$ cat src/rtl/half_adder_pkg.sv
// Shared half-adder equations and defaults for the adder library.
// Full-adder and ripple blocks import these functions to stay bit-exact with this cell.
package half_adder_pkg;

   localparam int unsigned CNT_W_DEFAULT = 8;

   function automatic logic ha_sum(input logic a, input logic b);
      return a ^ b;
   endfunction

   function automatic logic ha_carry(input logic a, input logic b);
      return a & b;
   endfunction

endpackage

$ cat src/rtl/half_adder.sv
// Single-bit half adder with zero-latency sum/carry, a registered copy of both,
// and a saturating counter of clock edges that saw carry=1.
module half_adder
   import half_adder_pkg::*;
#(
   parameter int unsigned CNT_W = CNT_W_DEFAULT
) (
   input  logic             clk,
   input  logic             rst_n,
   input  logic             a,
   input  logic             b,
   input  logic             cnt_clr,
   output logic             sum,
   output logic             carry,
   output logic             sum_q,
   output logic             carry_q,
   output logic [CNT_W-1:0] carry_cnt
);

   localparam logic [CNT_W-1:0] CNT_MAX = '1;

   // Combinational result stays live during reset and with the clock stopped.
   always_comb begin
      sum   = ha_sum(a, b);
      carry = ha_carry(a, b);
   end

   // Clear takes priority over counting; the counter holds at all-ones.
   always_ff @(posedge clk or negedge rst_n) begin
      if (!rst_n) begin
         sum_q     <= 1'b0;
         carry_q   <= 1'b0;
         carry_cnt <= '0;
      end else begin
         sum_q   <= sum;
         carry_q <= carry;
         if (cnt_clr) begin
            carry_cnt <= '0;
         end else if (carry && (carry_cnt != CNT_MAX)) begin
            carry_cnt <= carry_cnt + CNT_W'(1);
         end
      end
   end

endmodule

$ cat config.mk
export PLATFORM = sky130hd
export DESIGN_NAME = half_adder
export DESIGN_NICKNAME = d
export VERILOG_FILES = /design/src/rtl/half_adder_pkg.sv /design/src/rtl/half_adder.sv
export SDC_FILE = /design/constraint.sdc
export NUM_CORES = 1
export LEC_CHECK = 0
export CAP_MARGIN = 10
export CORE_AREA = 2 2 39 41
export CTS_CLUSTER_DIAMETER = 100
export DETAILED_ROUTE_END_ITERATION = 10
export DIE_AREA = 0 0 41 43
export PLACE_DENSITY_LB_ADDON = 0.08
export SLEW_MARGIN = 40
export SYNTH_ARGS = -nofsm -noshare
export SYNTH_HDL_FRONTEND = slang
export SYNTH_SLANG_ARGS = --single-unit
$ cat constraint.sdc
create_clock -name clk -period 1.8 [get_ports clk]
set_input_delay 0.18 -clock clk [delete_from_list [all_inputs] [get_ports clk]]
set_output_delay 0.18 -clock clk [all_outputs]
set_load 0.02 [all_outputs]
## Word-level counts from Yosys, hierarchy flattened

Index checks and enable logic that the tools add are counted.

| word-level totals | value |
|---|---|
| register bits after elaboration | 10 |
| bits in latches | 0 |
| bits in writable memories | 0 |
| ROM bits | 0 |
| bits of input ports | 5 |
| memories kept | 0 |

| operators by class | value |
|---|---|
| add/subtract/negate cells | 1 |
| multipliers | 0 |
| div/mod/pow operators | 0 |
| order comparisons | 0 |
| equality and inequality tests | 1 |
| shift operators | 0 |
| muxes and demuxes | 2 |
| bitwise operators | 2 |
| reduce and logical (&&, ||, !) cells | 2 |

Operators with widths:

| cell | count |
|---|---|
| $mux W8 | 2 |
| $add A8 B1 Y8 const B | 1 |
| $ne A8 B8 Y1 const B | 1 |
| $reduce_bool A2 Y1 | 1 |
| $and A1 B1 Y1 | 1 |
| $logic_and A1 B1 Y1 | 1 |
| $xor A1 B1 Y1 | 1 |

## Logic depth before layout (Yosys ltp)

| depth | value |
|---|---|
| word-level depth | 4 |
| mapped depth | 4 |
| mapped depth without buffers | 4 |

## Least setup slack after synthesis

No wires, ideal clock.

| timing path | value |
|---|---|
| path type | flip-flop to flip-flop |
| start point | register carry_cnt[0] |
| end point | register carry_cnt[7] |
| library setup time | 125 ps |
| data arrival time | 1,464 ps |
| data required time | 1,675 ps |
| setup slack | 211 ps |
| cell stages (with the launch flop) | 5 |
| period minus slack after synthesis | 1,589 ps |
| path through | dfrtp_1 -> ha_1 -> and3_4 -> nor4_4 -> mux2_4 |

| between the ends | value |
|---|---|
| word-level cells in the longest chain between the ends | 3 |

RTL lines:

| item | line | text |
|---|---|---|
| start, declared | half_adder.sv:17 | `output logic [CNT_W-1:0] carry_cnt` |
| start signal, assigned | half_adder.sv:40 | `carry_cnt <= carry_cnt + CNT_W'(1);` |
| $add A8 B1 Y8 or $ne A8 B8 Y1 (tied branches) | half_adder.sv:40, half_adder.sv:39 |  |
| $mux W8 or $logic_and A1 B1 Y1 (tied branches) | half_adder.sv:39 | `end else if (carry && (carry_cnt != CNT_MAX)) begin` |
| $mux W8 or $reduce_bool A2 Y1 (tied branches) | -- |  |

Several ways; a longest one is shown, not always the timed one. The select of a mux whose other input is x is not followed.
A chain may end at the register's enable or synchronous reset.

## Final worst setup path

| timing path | value |
|---|---|
| start point | input a |
| end point | output carry |

| between the ends | value |
|---|---|
| word-level cells in the longest chain between the ends | 1 |

RTL lines:

| item | line | text |
|---|---|---|
| start, declared | half_adder.sv:10 | `input logic a,` |
| $and A1 B1 Y1 | half_adder_pkg.sv:12 | `return a & b;` |
| end, declared | half_adder.sv:14 | `output logic carry,` |

No other way between the ends.

==> results.toml <==
[power_and_ir_drop]
vdd_drop_max_mv = 0.3757
power_leakage_nw = 0.3029
powerDensity_nw_per_um2 = 585.6

[job]
drv_cap = 0

[synthesis]
synth_top_family_by_area = "simple AND/OR/NAND/NOR gates"
synth_enable_flop_cells = 0
yosysTopAreaCellShare = 0.4545
synth-xor-area-share = 0
yosysWarningCount = 0
ys_types = 28
synth-async-reset-ratio = 1.000
avgSynthCellArea_um2 = 11.24
yosys.area.top_type = "dfrtp_1"
synthSimpleGateAreaFrac = 0.2682
synth_fa_ha_area_frac = 0.04545
yosysSeqAreaShare = 0.4545
syn_nets = 56
synth_commonest_cells = "10 x dfrtp_1, 3 x a21oi_1, 3 x nor2_1"
synth_mux_area_frac = 0.07273
synth-compound-area-share = 0.1386
yosysMostFrequentCell = "dfrtp_1"
synth_ff_type = "dfrtp_1"
synth-seq-cells = 10
ys_top_cells_by_area = "dfrtp_1 45%, mux2_4 5.5%, ha_1 4.5%, nor4_4 3.9%, a21oi_1 2.7%"
syn_area_um2 = 550.5
syn-instance-count = 49

[placement]
globalplace.congestion = 0.7645
portBuffers = 16
post_dp_cell_area_um2 = 742.0
dp_hpwl_um = 830.9

[die]
num_rows = 14
io_pins = 17
die_y_um = 43
start_util = 0.3978
dieArea_um2 = 1763
fp.coreArea_um2 = 1384
die_w_um = 41

[global_route]
grt_usage = 0.1577
gr-total-overflow = 0
grt_pass1_wl_um = 1835
antenna_found_initial = 0
grt_max_degree = 13
grt_pass1_vias = 405

[cts]
cts_made_buffers = 3
clockBufferDepth = 2
path_clk_slew_ps = 60
clock_latency_ps = 250
postCtsHoldBufs = 0
clock-sinks = 10
tritoncts = "yes"
cts_root_buffer = "clkbuf_4"
cts.htree.levels = 1
ctsResizeCount = 0
post_cts_buffers = 0

[drt]
drt-met1-wl_um = 553
viasPerCell = 5.200
drc = 0
wl_per_cell_um = 13.21
routed-via-count = 442
drtIter0Drc = 3
met3_length_um = 55
dr.pass1.iters = 2
postRouteAntennaNets = 0
highest_layer = "met4"
routed-wl-met2_um = 498
wirelength_um = 1123

[critical_path]
startpoint_type = "input port"
crit_type = "in2out"
cp_common_cell = "clkdlybuf4s50_1"
path_max_fanout = 4
worstSetupEndpointType = "output pin"
arrival_ps = 1490
critPathSlowestCell = "clkdlybuf4s50_1"
worstRegToRegCells = 4
reg2reg_to = "carry_cnt[7]"
crit_chain = "clkdlybuf4s50_1 > ha_1 > clkdlybuf4s50_1"
reg2reg_slack_ps = 260
critPathMaxStageDelay_ps = 630
worstPathRequired_ps = 1620
r2r_start = "carry_cnt[1]"

[sta]
clock_skew_ps = 2.161
final-setup-viol-count = 0
tns_ps = 0
layout_worst_path_cycle_share = 0.9294
hold_violations = 0
fmax_ghz = 0.5978
tightest_slew_ps = 468.6
grt_setup_unrepaired = "false"
slew_viol_final = 0
period_needed_ps = 1673
slew_headroom = 0.6866

[cells_and_area]
nFillCells = 133
syn2layout_area_growth_pct = 38.86
antenna_cells = 0
final_nets = 78
design_area_um2 = 764.5
drive_gt1_frac = 0.2029

[worst_hold_path]
hold_path.class = "in2async"

[outcome]
outcome = "finished, final reports clean"
worst max-delay path by stage:
| stage | end | from | depth (start not counted) |
|---|---|---|---|
| global placement | carry_cnt[7] | a | 5 |
| CTS | carry | a | 3 |
| global route | carry | b | 3 |
| floorplan | carry_cnt[7] | carry_cnt[0] | 4 |
| finish | carry | a | 3 |
| detailed placement | carry_cnt[7] | a | 5 |
per-stage QoR:
stage	power [mW]	setup slack (ps)	instances	hold slack, ps	util
after floorplan	0.2697	210.7	49	-115.6	-
after global placement	0.3084	113.2	82	533.2	0.5362
after detailed placement	0.3087	85.45	82	541.2	0.5362
after CTS	0.4590	111.4	85	260.5	0.5524
after global routing	0.4753	85.34	85	291.3	0.5524
final	0.4477	127.1	85	245.0	0.5524
registers in the layout, indices dropped and copies added, names as in the netlist:
name,count
carry_cnt,8
sum_q,1
carry_q,1
cell usage in the layout (no fill, tap or decap), drive strengths merged:
cell           netlist  routed
buf                  0       2
dfrtp               10      10
or3                  1       1
nand4                1       1
and4                 1       1
clkbuf               1       3
nor2b                2       2
clkdlybuf4s50        0      16
a41oi                1       1
a2111oi              1       1
nor3                 2       2
a21oi                3       3
a211oi               1       1
nor3b                1       1
nand2b               2       2
nand3                1       1
o31a                 1       1
or2b                 1       1
mux2                 2       2
and3                 1       1
nor2                 3       3
nand2                3       3
ha                   2       2
a21boi               1       1
inv                  2       2
o21ai                2       2
mux2i                1       1
nor4                 2       2
report_power, final:
part,leakage [nW],switching [mW],internal [mW]
combinational,0.154,0.0340,0.0361
clock,0.0138,0.0671,0.0767
sequential,0.135,0.00299,0.231
total,0.303,0.104,0.344
cell families after synthesis:
group	after synthesis
and+or+nand+nor	21
AOI/OAI and AO/OA	10
DFF	10
buffers and inverters	3
muxes	3
adders and majority gates	2
worst max-delay path, delay by kind of cell:
| family | cells | cell delay, ps |
|---|---|---|
| buf+inv | 2 | 1090 |
| fa+ha+maj | 1 | 220 |
metal layers:
layer,vias to the layer above,track usage
li1,221,-
met1,209,0.2215
met2,10,0.2125
met3,2,0.03141
met4,0,0.1000
met5,-,0
area by class of cell:
class                           instances  area, um^2  area share
Timing Repair Buffer                   18       175.2      0.2291
Multi-Input combinational cell         36       289.0      0.3781
Inverter                                2       7.507    0.009820
Tap cell                               16       20.02     0.02619
Clock buffer                            3       22.52     0.02946
Sequential cell                        10       250.2      0.3273
Note: power is estimated with default switching activity, not from simulation.
==> RTL change 1, RTL diff (config.mk and constraints unchanged) <==
Add an input register stage for `a`, `b` and `cnt_clr`, cleared by the reset; this delays them by one clock. Comments in the files are not updated.
--- a/src/rtl/half_adder.sv
+++ b/src/rtl/half_adder.sv
@@ -19,10 +19,26 @@
 
    localparam logic [CNT_W-1:0] CNT_MAX = '1;
 
+   logic a_q;
+   logic b_q;
+   logic cnt_clr_q;
+
+   always_ff @(posedge clk or negedge rst_n) begin
+      if (!rst_n) begin
+         a_q       <= '0;
+         b_q       <= '0;
+         cnt_clr_q <= '0;
+      end else begin
+         a_q       <= a;
+         b_q       <= b;
+         cnt_clr_q <= cnt_clr;
+      end
+   end
+
    // Combinational result stays live during reset and with the clock stopped.
    always_comb begin
-      sum   = ha_sum(a, b);
-      carry = ha_carry(a, b);
+      sum   = ha_sum(a_q, b_q);
+      carry = ha_carry(a_q, b_q);
    end
 
    // Clear takes priority over counting; the counter holds at all-ones.
@@ -34,7 +50,7 @@
       end else begin
          sum_q   <= sum;
          carry_q <= carry;
-         if (cnt_clr) begin
+         if (cnt_clr_q) begin
             carry_cnt <= '0;
          end else if (carry && (carry_cnt != CNT_MAX)) begin
             carry_cnt <= carry_cnt + CNT_W'(1);
Function: changed (a bounded check fails within 4 cycles, from zero or initial values and one cycle with rst_n low).
==> RTL change 1 against the original RTL <==
- routed wire length decreased by 2.7%
- first-iteration DRC count increased by 67%
- cell count increased by 2.4%
- sequential cell count increased by 3
- register-to-register slack got worse by 20 ps
- via count increased by 7.2%
- total power increased by 22%
- final area increased by 8.8%
- hold slack improved by 25 ps
- clock power increased by 22%
- area after synthesis increased by 14%
- worst setup slack got worse by 31 ps
- critical path type is now reg -> out
- highest routed layer unchanged
==> RTL change 1: results <==
set metrics [dict create \
    status "finished clean" \
    layout.area.seq_um2 325 \
    max_freq_ghz 0.587 \
    track_usage_pct 15.3 \
    relSlewSlack_pct 62.2 \
    drive_gt1_share_pct 18.3 \
    vdd.ir_drop.worst_v 0.000338 \
    clk_pin_slew_ps 80 \
    cpPeakStageDelay_ps 600 \
    critPathMaxFanout 2 \
    cp-startpoint "a_q" \
    buffer_area_share_pct 19.5 \
    cts_num_sinks 13 \
    netlist_instances 52 \
    r2r-start "carry_cnt[0]" \
    placed_cells 83 \
    internal_power_w 0.000416 \
    postLayoutCoreUtil_pct 60.1 \
    grt_max_degree 14 \
    pre_cts_ws_ps 249 \
    grt_pass1_wl_um 1820 \
    worst_setup_path_start_kind "flop" \
    synth-seq-area-share_pct 52.0 \
    dpl_cell_area_um2 802 \
    drt_pass1_iterations 6 \
    clock_latency_ps 270 \
    cts-resized-gates 0 \
    synthTopCellsByArea "dfrtp_1 52%, mux2_4 4.8%, ha_1 4.0%, nor4_4 3.4%, a21oi_1 2.4%" \
    pwr_density_cell_nw_per_um2 657 \
    path_buf_inv 1 \
    wire_per_inst_um 12.6 \
    via_per_inst 5.45 \
    hold_slack_ps 270 \
    nNonClkBuffers 16 \
    synthTopCellsByCount "13 x dfrtp_1, 3 x a21oi_1, 3 x nor2_1" \
    fin_skew_ps 1.75 \
    grt_pass1_vias 393 \
    final_cells 87 \
    dp_hpwl_um 814 \
    place_congestion 0.712 \
    crit_end "sum" \
    pg_comb_w 0.0000613 \
    p_clk_w 0.000176 \
    fill_cells 115 \
    clkCellAreaFrac_pct 3.31 \
    crit_arrival_ps 1520 \
]
==> RTL change 1: layer usage <==
| metal | routed length, um | GRT usage [%] | vias up |
|---|---|---|---|
| li1 | - | - | 229 |
| met2 | 517 | 22.2 | 12 |
| met5 | 0 | 0 | - |
| met1 | 516 | 21.7 | 231 |
| met4 | 5 | 4.00 | 0 |
| met3 | 54 | 4.71 | 2 |
==> RTL change 1: cells by family (layout without fill, tap and decap cells) <==
| group | after synthesis | count (layout) | synth area share [%] |
|---|---|---|---|
| compound gates | 10 | 10 | 12.2 |
| flops | 13 | 13 | 52.0 |
| mux | 3 | 3 | 6.40 |
| fa+ha+maj | 2 | 2 | 4.00 |
| simple gates | 21 | 21 | 23.6 |
| buf+inv | 3 | 22 | 1.80 |
==> RTL change 1: how the worst min path moves through the flow <==
stage,endpoint,cells past startpoint,from
finish,carry_cnt[4],1,rst_n
global route,carry_cnt[5],1,rst_n
CTS,carry_cnt[3],1,rst_n
detailed placement,sum_q,1,b_q
global placement,sum_q,1,b_q
floorplan,a_q,0,rst_n
==> RTL change 2, RTL diff (config.mk and constraints unchanged) <==
Made on the original files. Set the package constant `CNT_W_DEFAULT` to 6 (it was 8).
--- a/src/rtl/half_adder_pkg.sv
+++ b/src/rtl/half_adder_pkg.sv
@@ -2,7 +2,7 @@
 // Full-adder and ripple blocks import these functions to stay bit-exact with this cell.
 package half_adder_pkg;
 
-   localparam int unsigned CNT_W_DEFAULT = 8;
+   localparam int unsigned CNT_W_DEFAULT = 6;
 
    function automatic logic ha_sum(input logic a, input logic b);
       return a ^ b;
Ports: changed (resized carry_cnt); port bits go from 17 to 15. No check against the original RTL was run, so the function may have changed too.
==> RTL change 2 against the original RTL <==
- final area is 21% lower
- fmax is 0.36% higher
- total power is 6.1% lower
- worst setup slack better by 6.1 ps
- core utilization is 11 points lower
- area after synthesis is 23% lower
- first-iteration DRC count grew to 3.3 times the old value
- critical path depth stayed put
- routed wire length is 8.5% lower
- sequential cell count is 2 lower
- critical path type unchanged
- highest routed layer unchanged
==> RTL change 2: results <==
set metrics [dict create \
    status "finished clean" \
    place_congestion 0.671 \
    drive_gt1_share_pct 8.33 \
    post_cts_buffers 0 \
    syn_nets 51 \
    dpl_cell_area_um2 584 \
    htree_levels 1 \
    drt_pass1_iterations 4 \
    n_antenna_cell 0 \
    fin_nets 69 \
    yosysWarnings 0 \
    cts_buffer_depth 2 \
    async_reset_ff_share_pct 100 \
    slew_violations 0 \
    vdd.ir_drop.worst_v 0.000300 \
    vias 405 \
    track_usage_pct 14.8 \
    leakage_nw 0.245 \
    fin_skew_ps 1.87 \
    clk_pin_slew_ps 50 \
    fill_cells 132 \
    drt_wl_total_um 1030 \
    grt_pass1_wl_um 1750 \
    yosysUniqueCellTypes 21 \
    cts_buffers 3 \
    worst_path_max_delay_cell "clkdlybuf4s50_1" \
    final_hold_viol_count 0 \
    critPathMaxFanout 2 \
    drtIter0Drc 10 \
    clock_latency_ps 250 \
    antenna_found_initial 0 \
    hp-class "in -> async" \
    finalSetupTns_ps 0 \
    relSlewSlack_pct 74.0 \
    grt_pass1_vias 392 \
    crit_arrival_ps 1490 \
    synthTopCellsByArea "dfrtp_1 47%, nand3_1 7.1%, ha_1 5.9%, or4b_1 4.7%, a211oi_1 3.5%" \
    numPortBuffers 14 \
    dp_hpwl_um 767 \
    synth-seq-area-share_pct 47.1 \
    grt_max_degree 11 \
    cpPeakStageDelay_ps 610 \
    hold_buffers 0 \
    cts-root-buf "clkbuf_4" \
    reg.largest.list "carry_cnt x6, carry_q x1, sum_q x1" \
    cts-resized-gates 0 \
    synthTopCellsByCount "8 x dfrtp_1, 6 x nand3_1, 3 x inv_1" \
]
RTL change 2: layout make-up:
class                   instances  area share [%]
repair buffers                 15            24.3
well taps                      16            3.30
flip-flops and latches          8            33.0
clock buffers                   3            3.71
inverters                       3            1.86
multi-input cells              31            33.8
RTL change 2: cells by family after synthesis:
logic type               after synthesis  synth area share (%)
flip-flops                             8                  47.1
buffers and inverters                  5                  4.70
AO/OA/AOI/OAI                          8                  13.8
adder cells (fa/ha/maj)                2                  5.88
AND/OR/NAND/NOR                       21                  28.5
RTL change 2: worst paths after layout:
check	start	end	slack, ps	cells past startpoint
worst max-delay path	b	sum	130	3
worst min-delay path	rst_n	carry_q	220	1
worst max register to register	carry_cnt[0]	carry_cnt[1]	310	4
worst min register to register	carry_cnt[4]	carry_cnt[4]	620	2
max in group asynchronous	rst_n	carry_cnt[0]	1300	1
min in group clk	b	sum_q	570	2
RTL change 2: where the power goes:
| group | leakage (nW) | total, W | internal [W] | switching (W) |
|---|---|---|---|---|
| Sequential | 0.107 | 0.000199 | 0.000189 | 0.00000942 |
| Combinational | 0.124 | 0.0000882 | 0.0000441 | 0.0000442 |
| Clock | 0.0138 | 0.000133 | 0.0000761 | 0.0000574 |
RTL change 2: through the flow:
stage | hold slack [ps] | cells | util [%] | power, W | setup WS [ps]
after floorplan | -116 | 44 | - | 0.000245 | 312
after global placement | 483 | 73 | 42.2 | 0.000286 | 157
after detailed placement | 493 | 73 | 42.2 | 0.000290 | 127
after CTS | 227 | 76 | 43.9 | 0.000428 | 119
after global routing | 254 | 76 | 43.9 | 0.000446 | 80.6
final | 223 | 76 | 43.9 | 0.000421 | 133
RTL change 2: per-layer routing:
metal | vias up | GRT usage, % | wire length, um
met4 | 0 | 8.00 | 7
li1 | 200 | - | -
met2 | 10 | 21.9 | 513
met5 | - | 0 | 0
met1 | 193 | 19.1 | 456
met3 | 2 | 3.14 | 50
RTL change 2: worst max-delay path, delay by kind of cell:
kind / cells / cell delay [ps]
buffers and inverters: 2 / 1010
adder cells (fa/ha/maj): 1 / 290
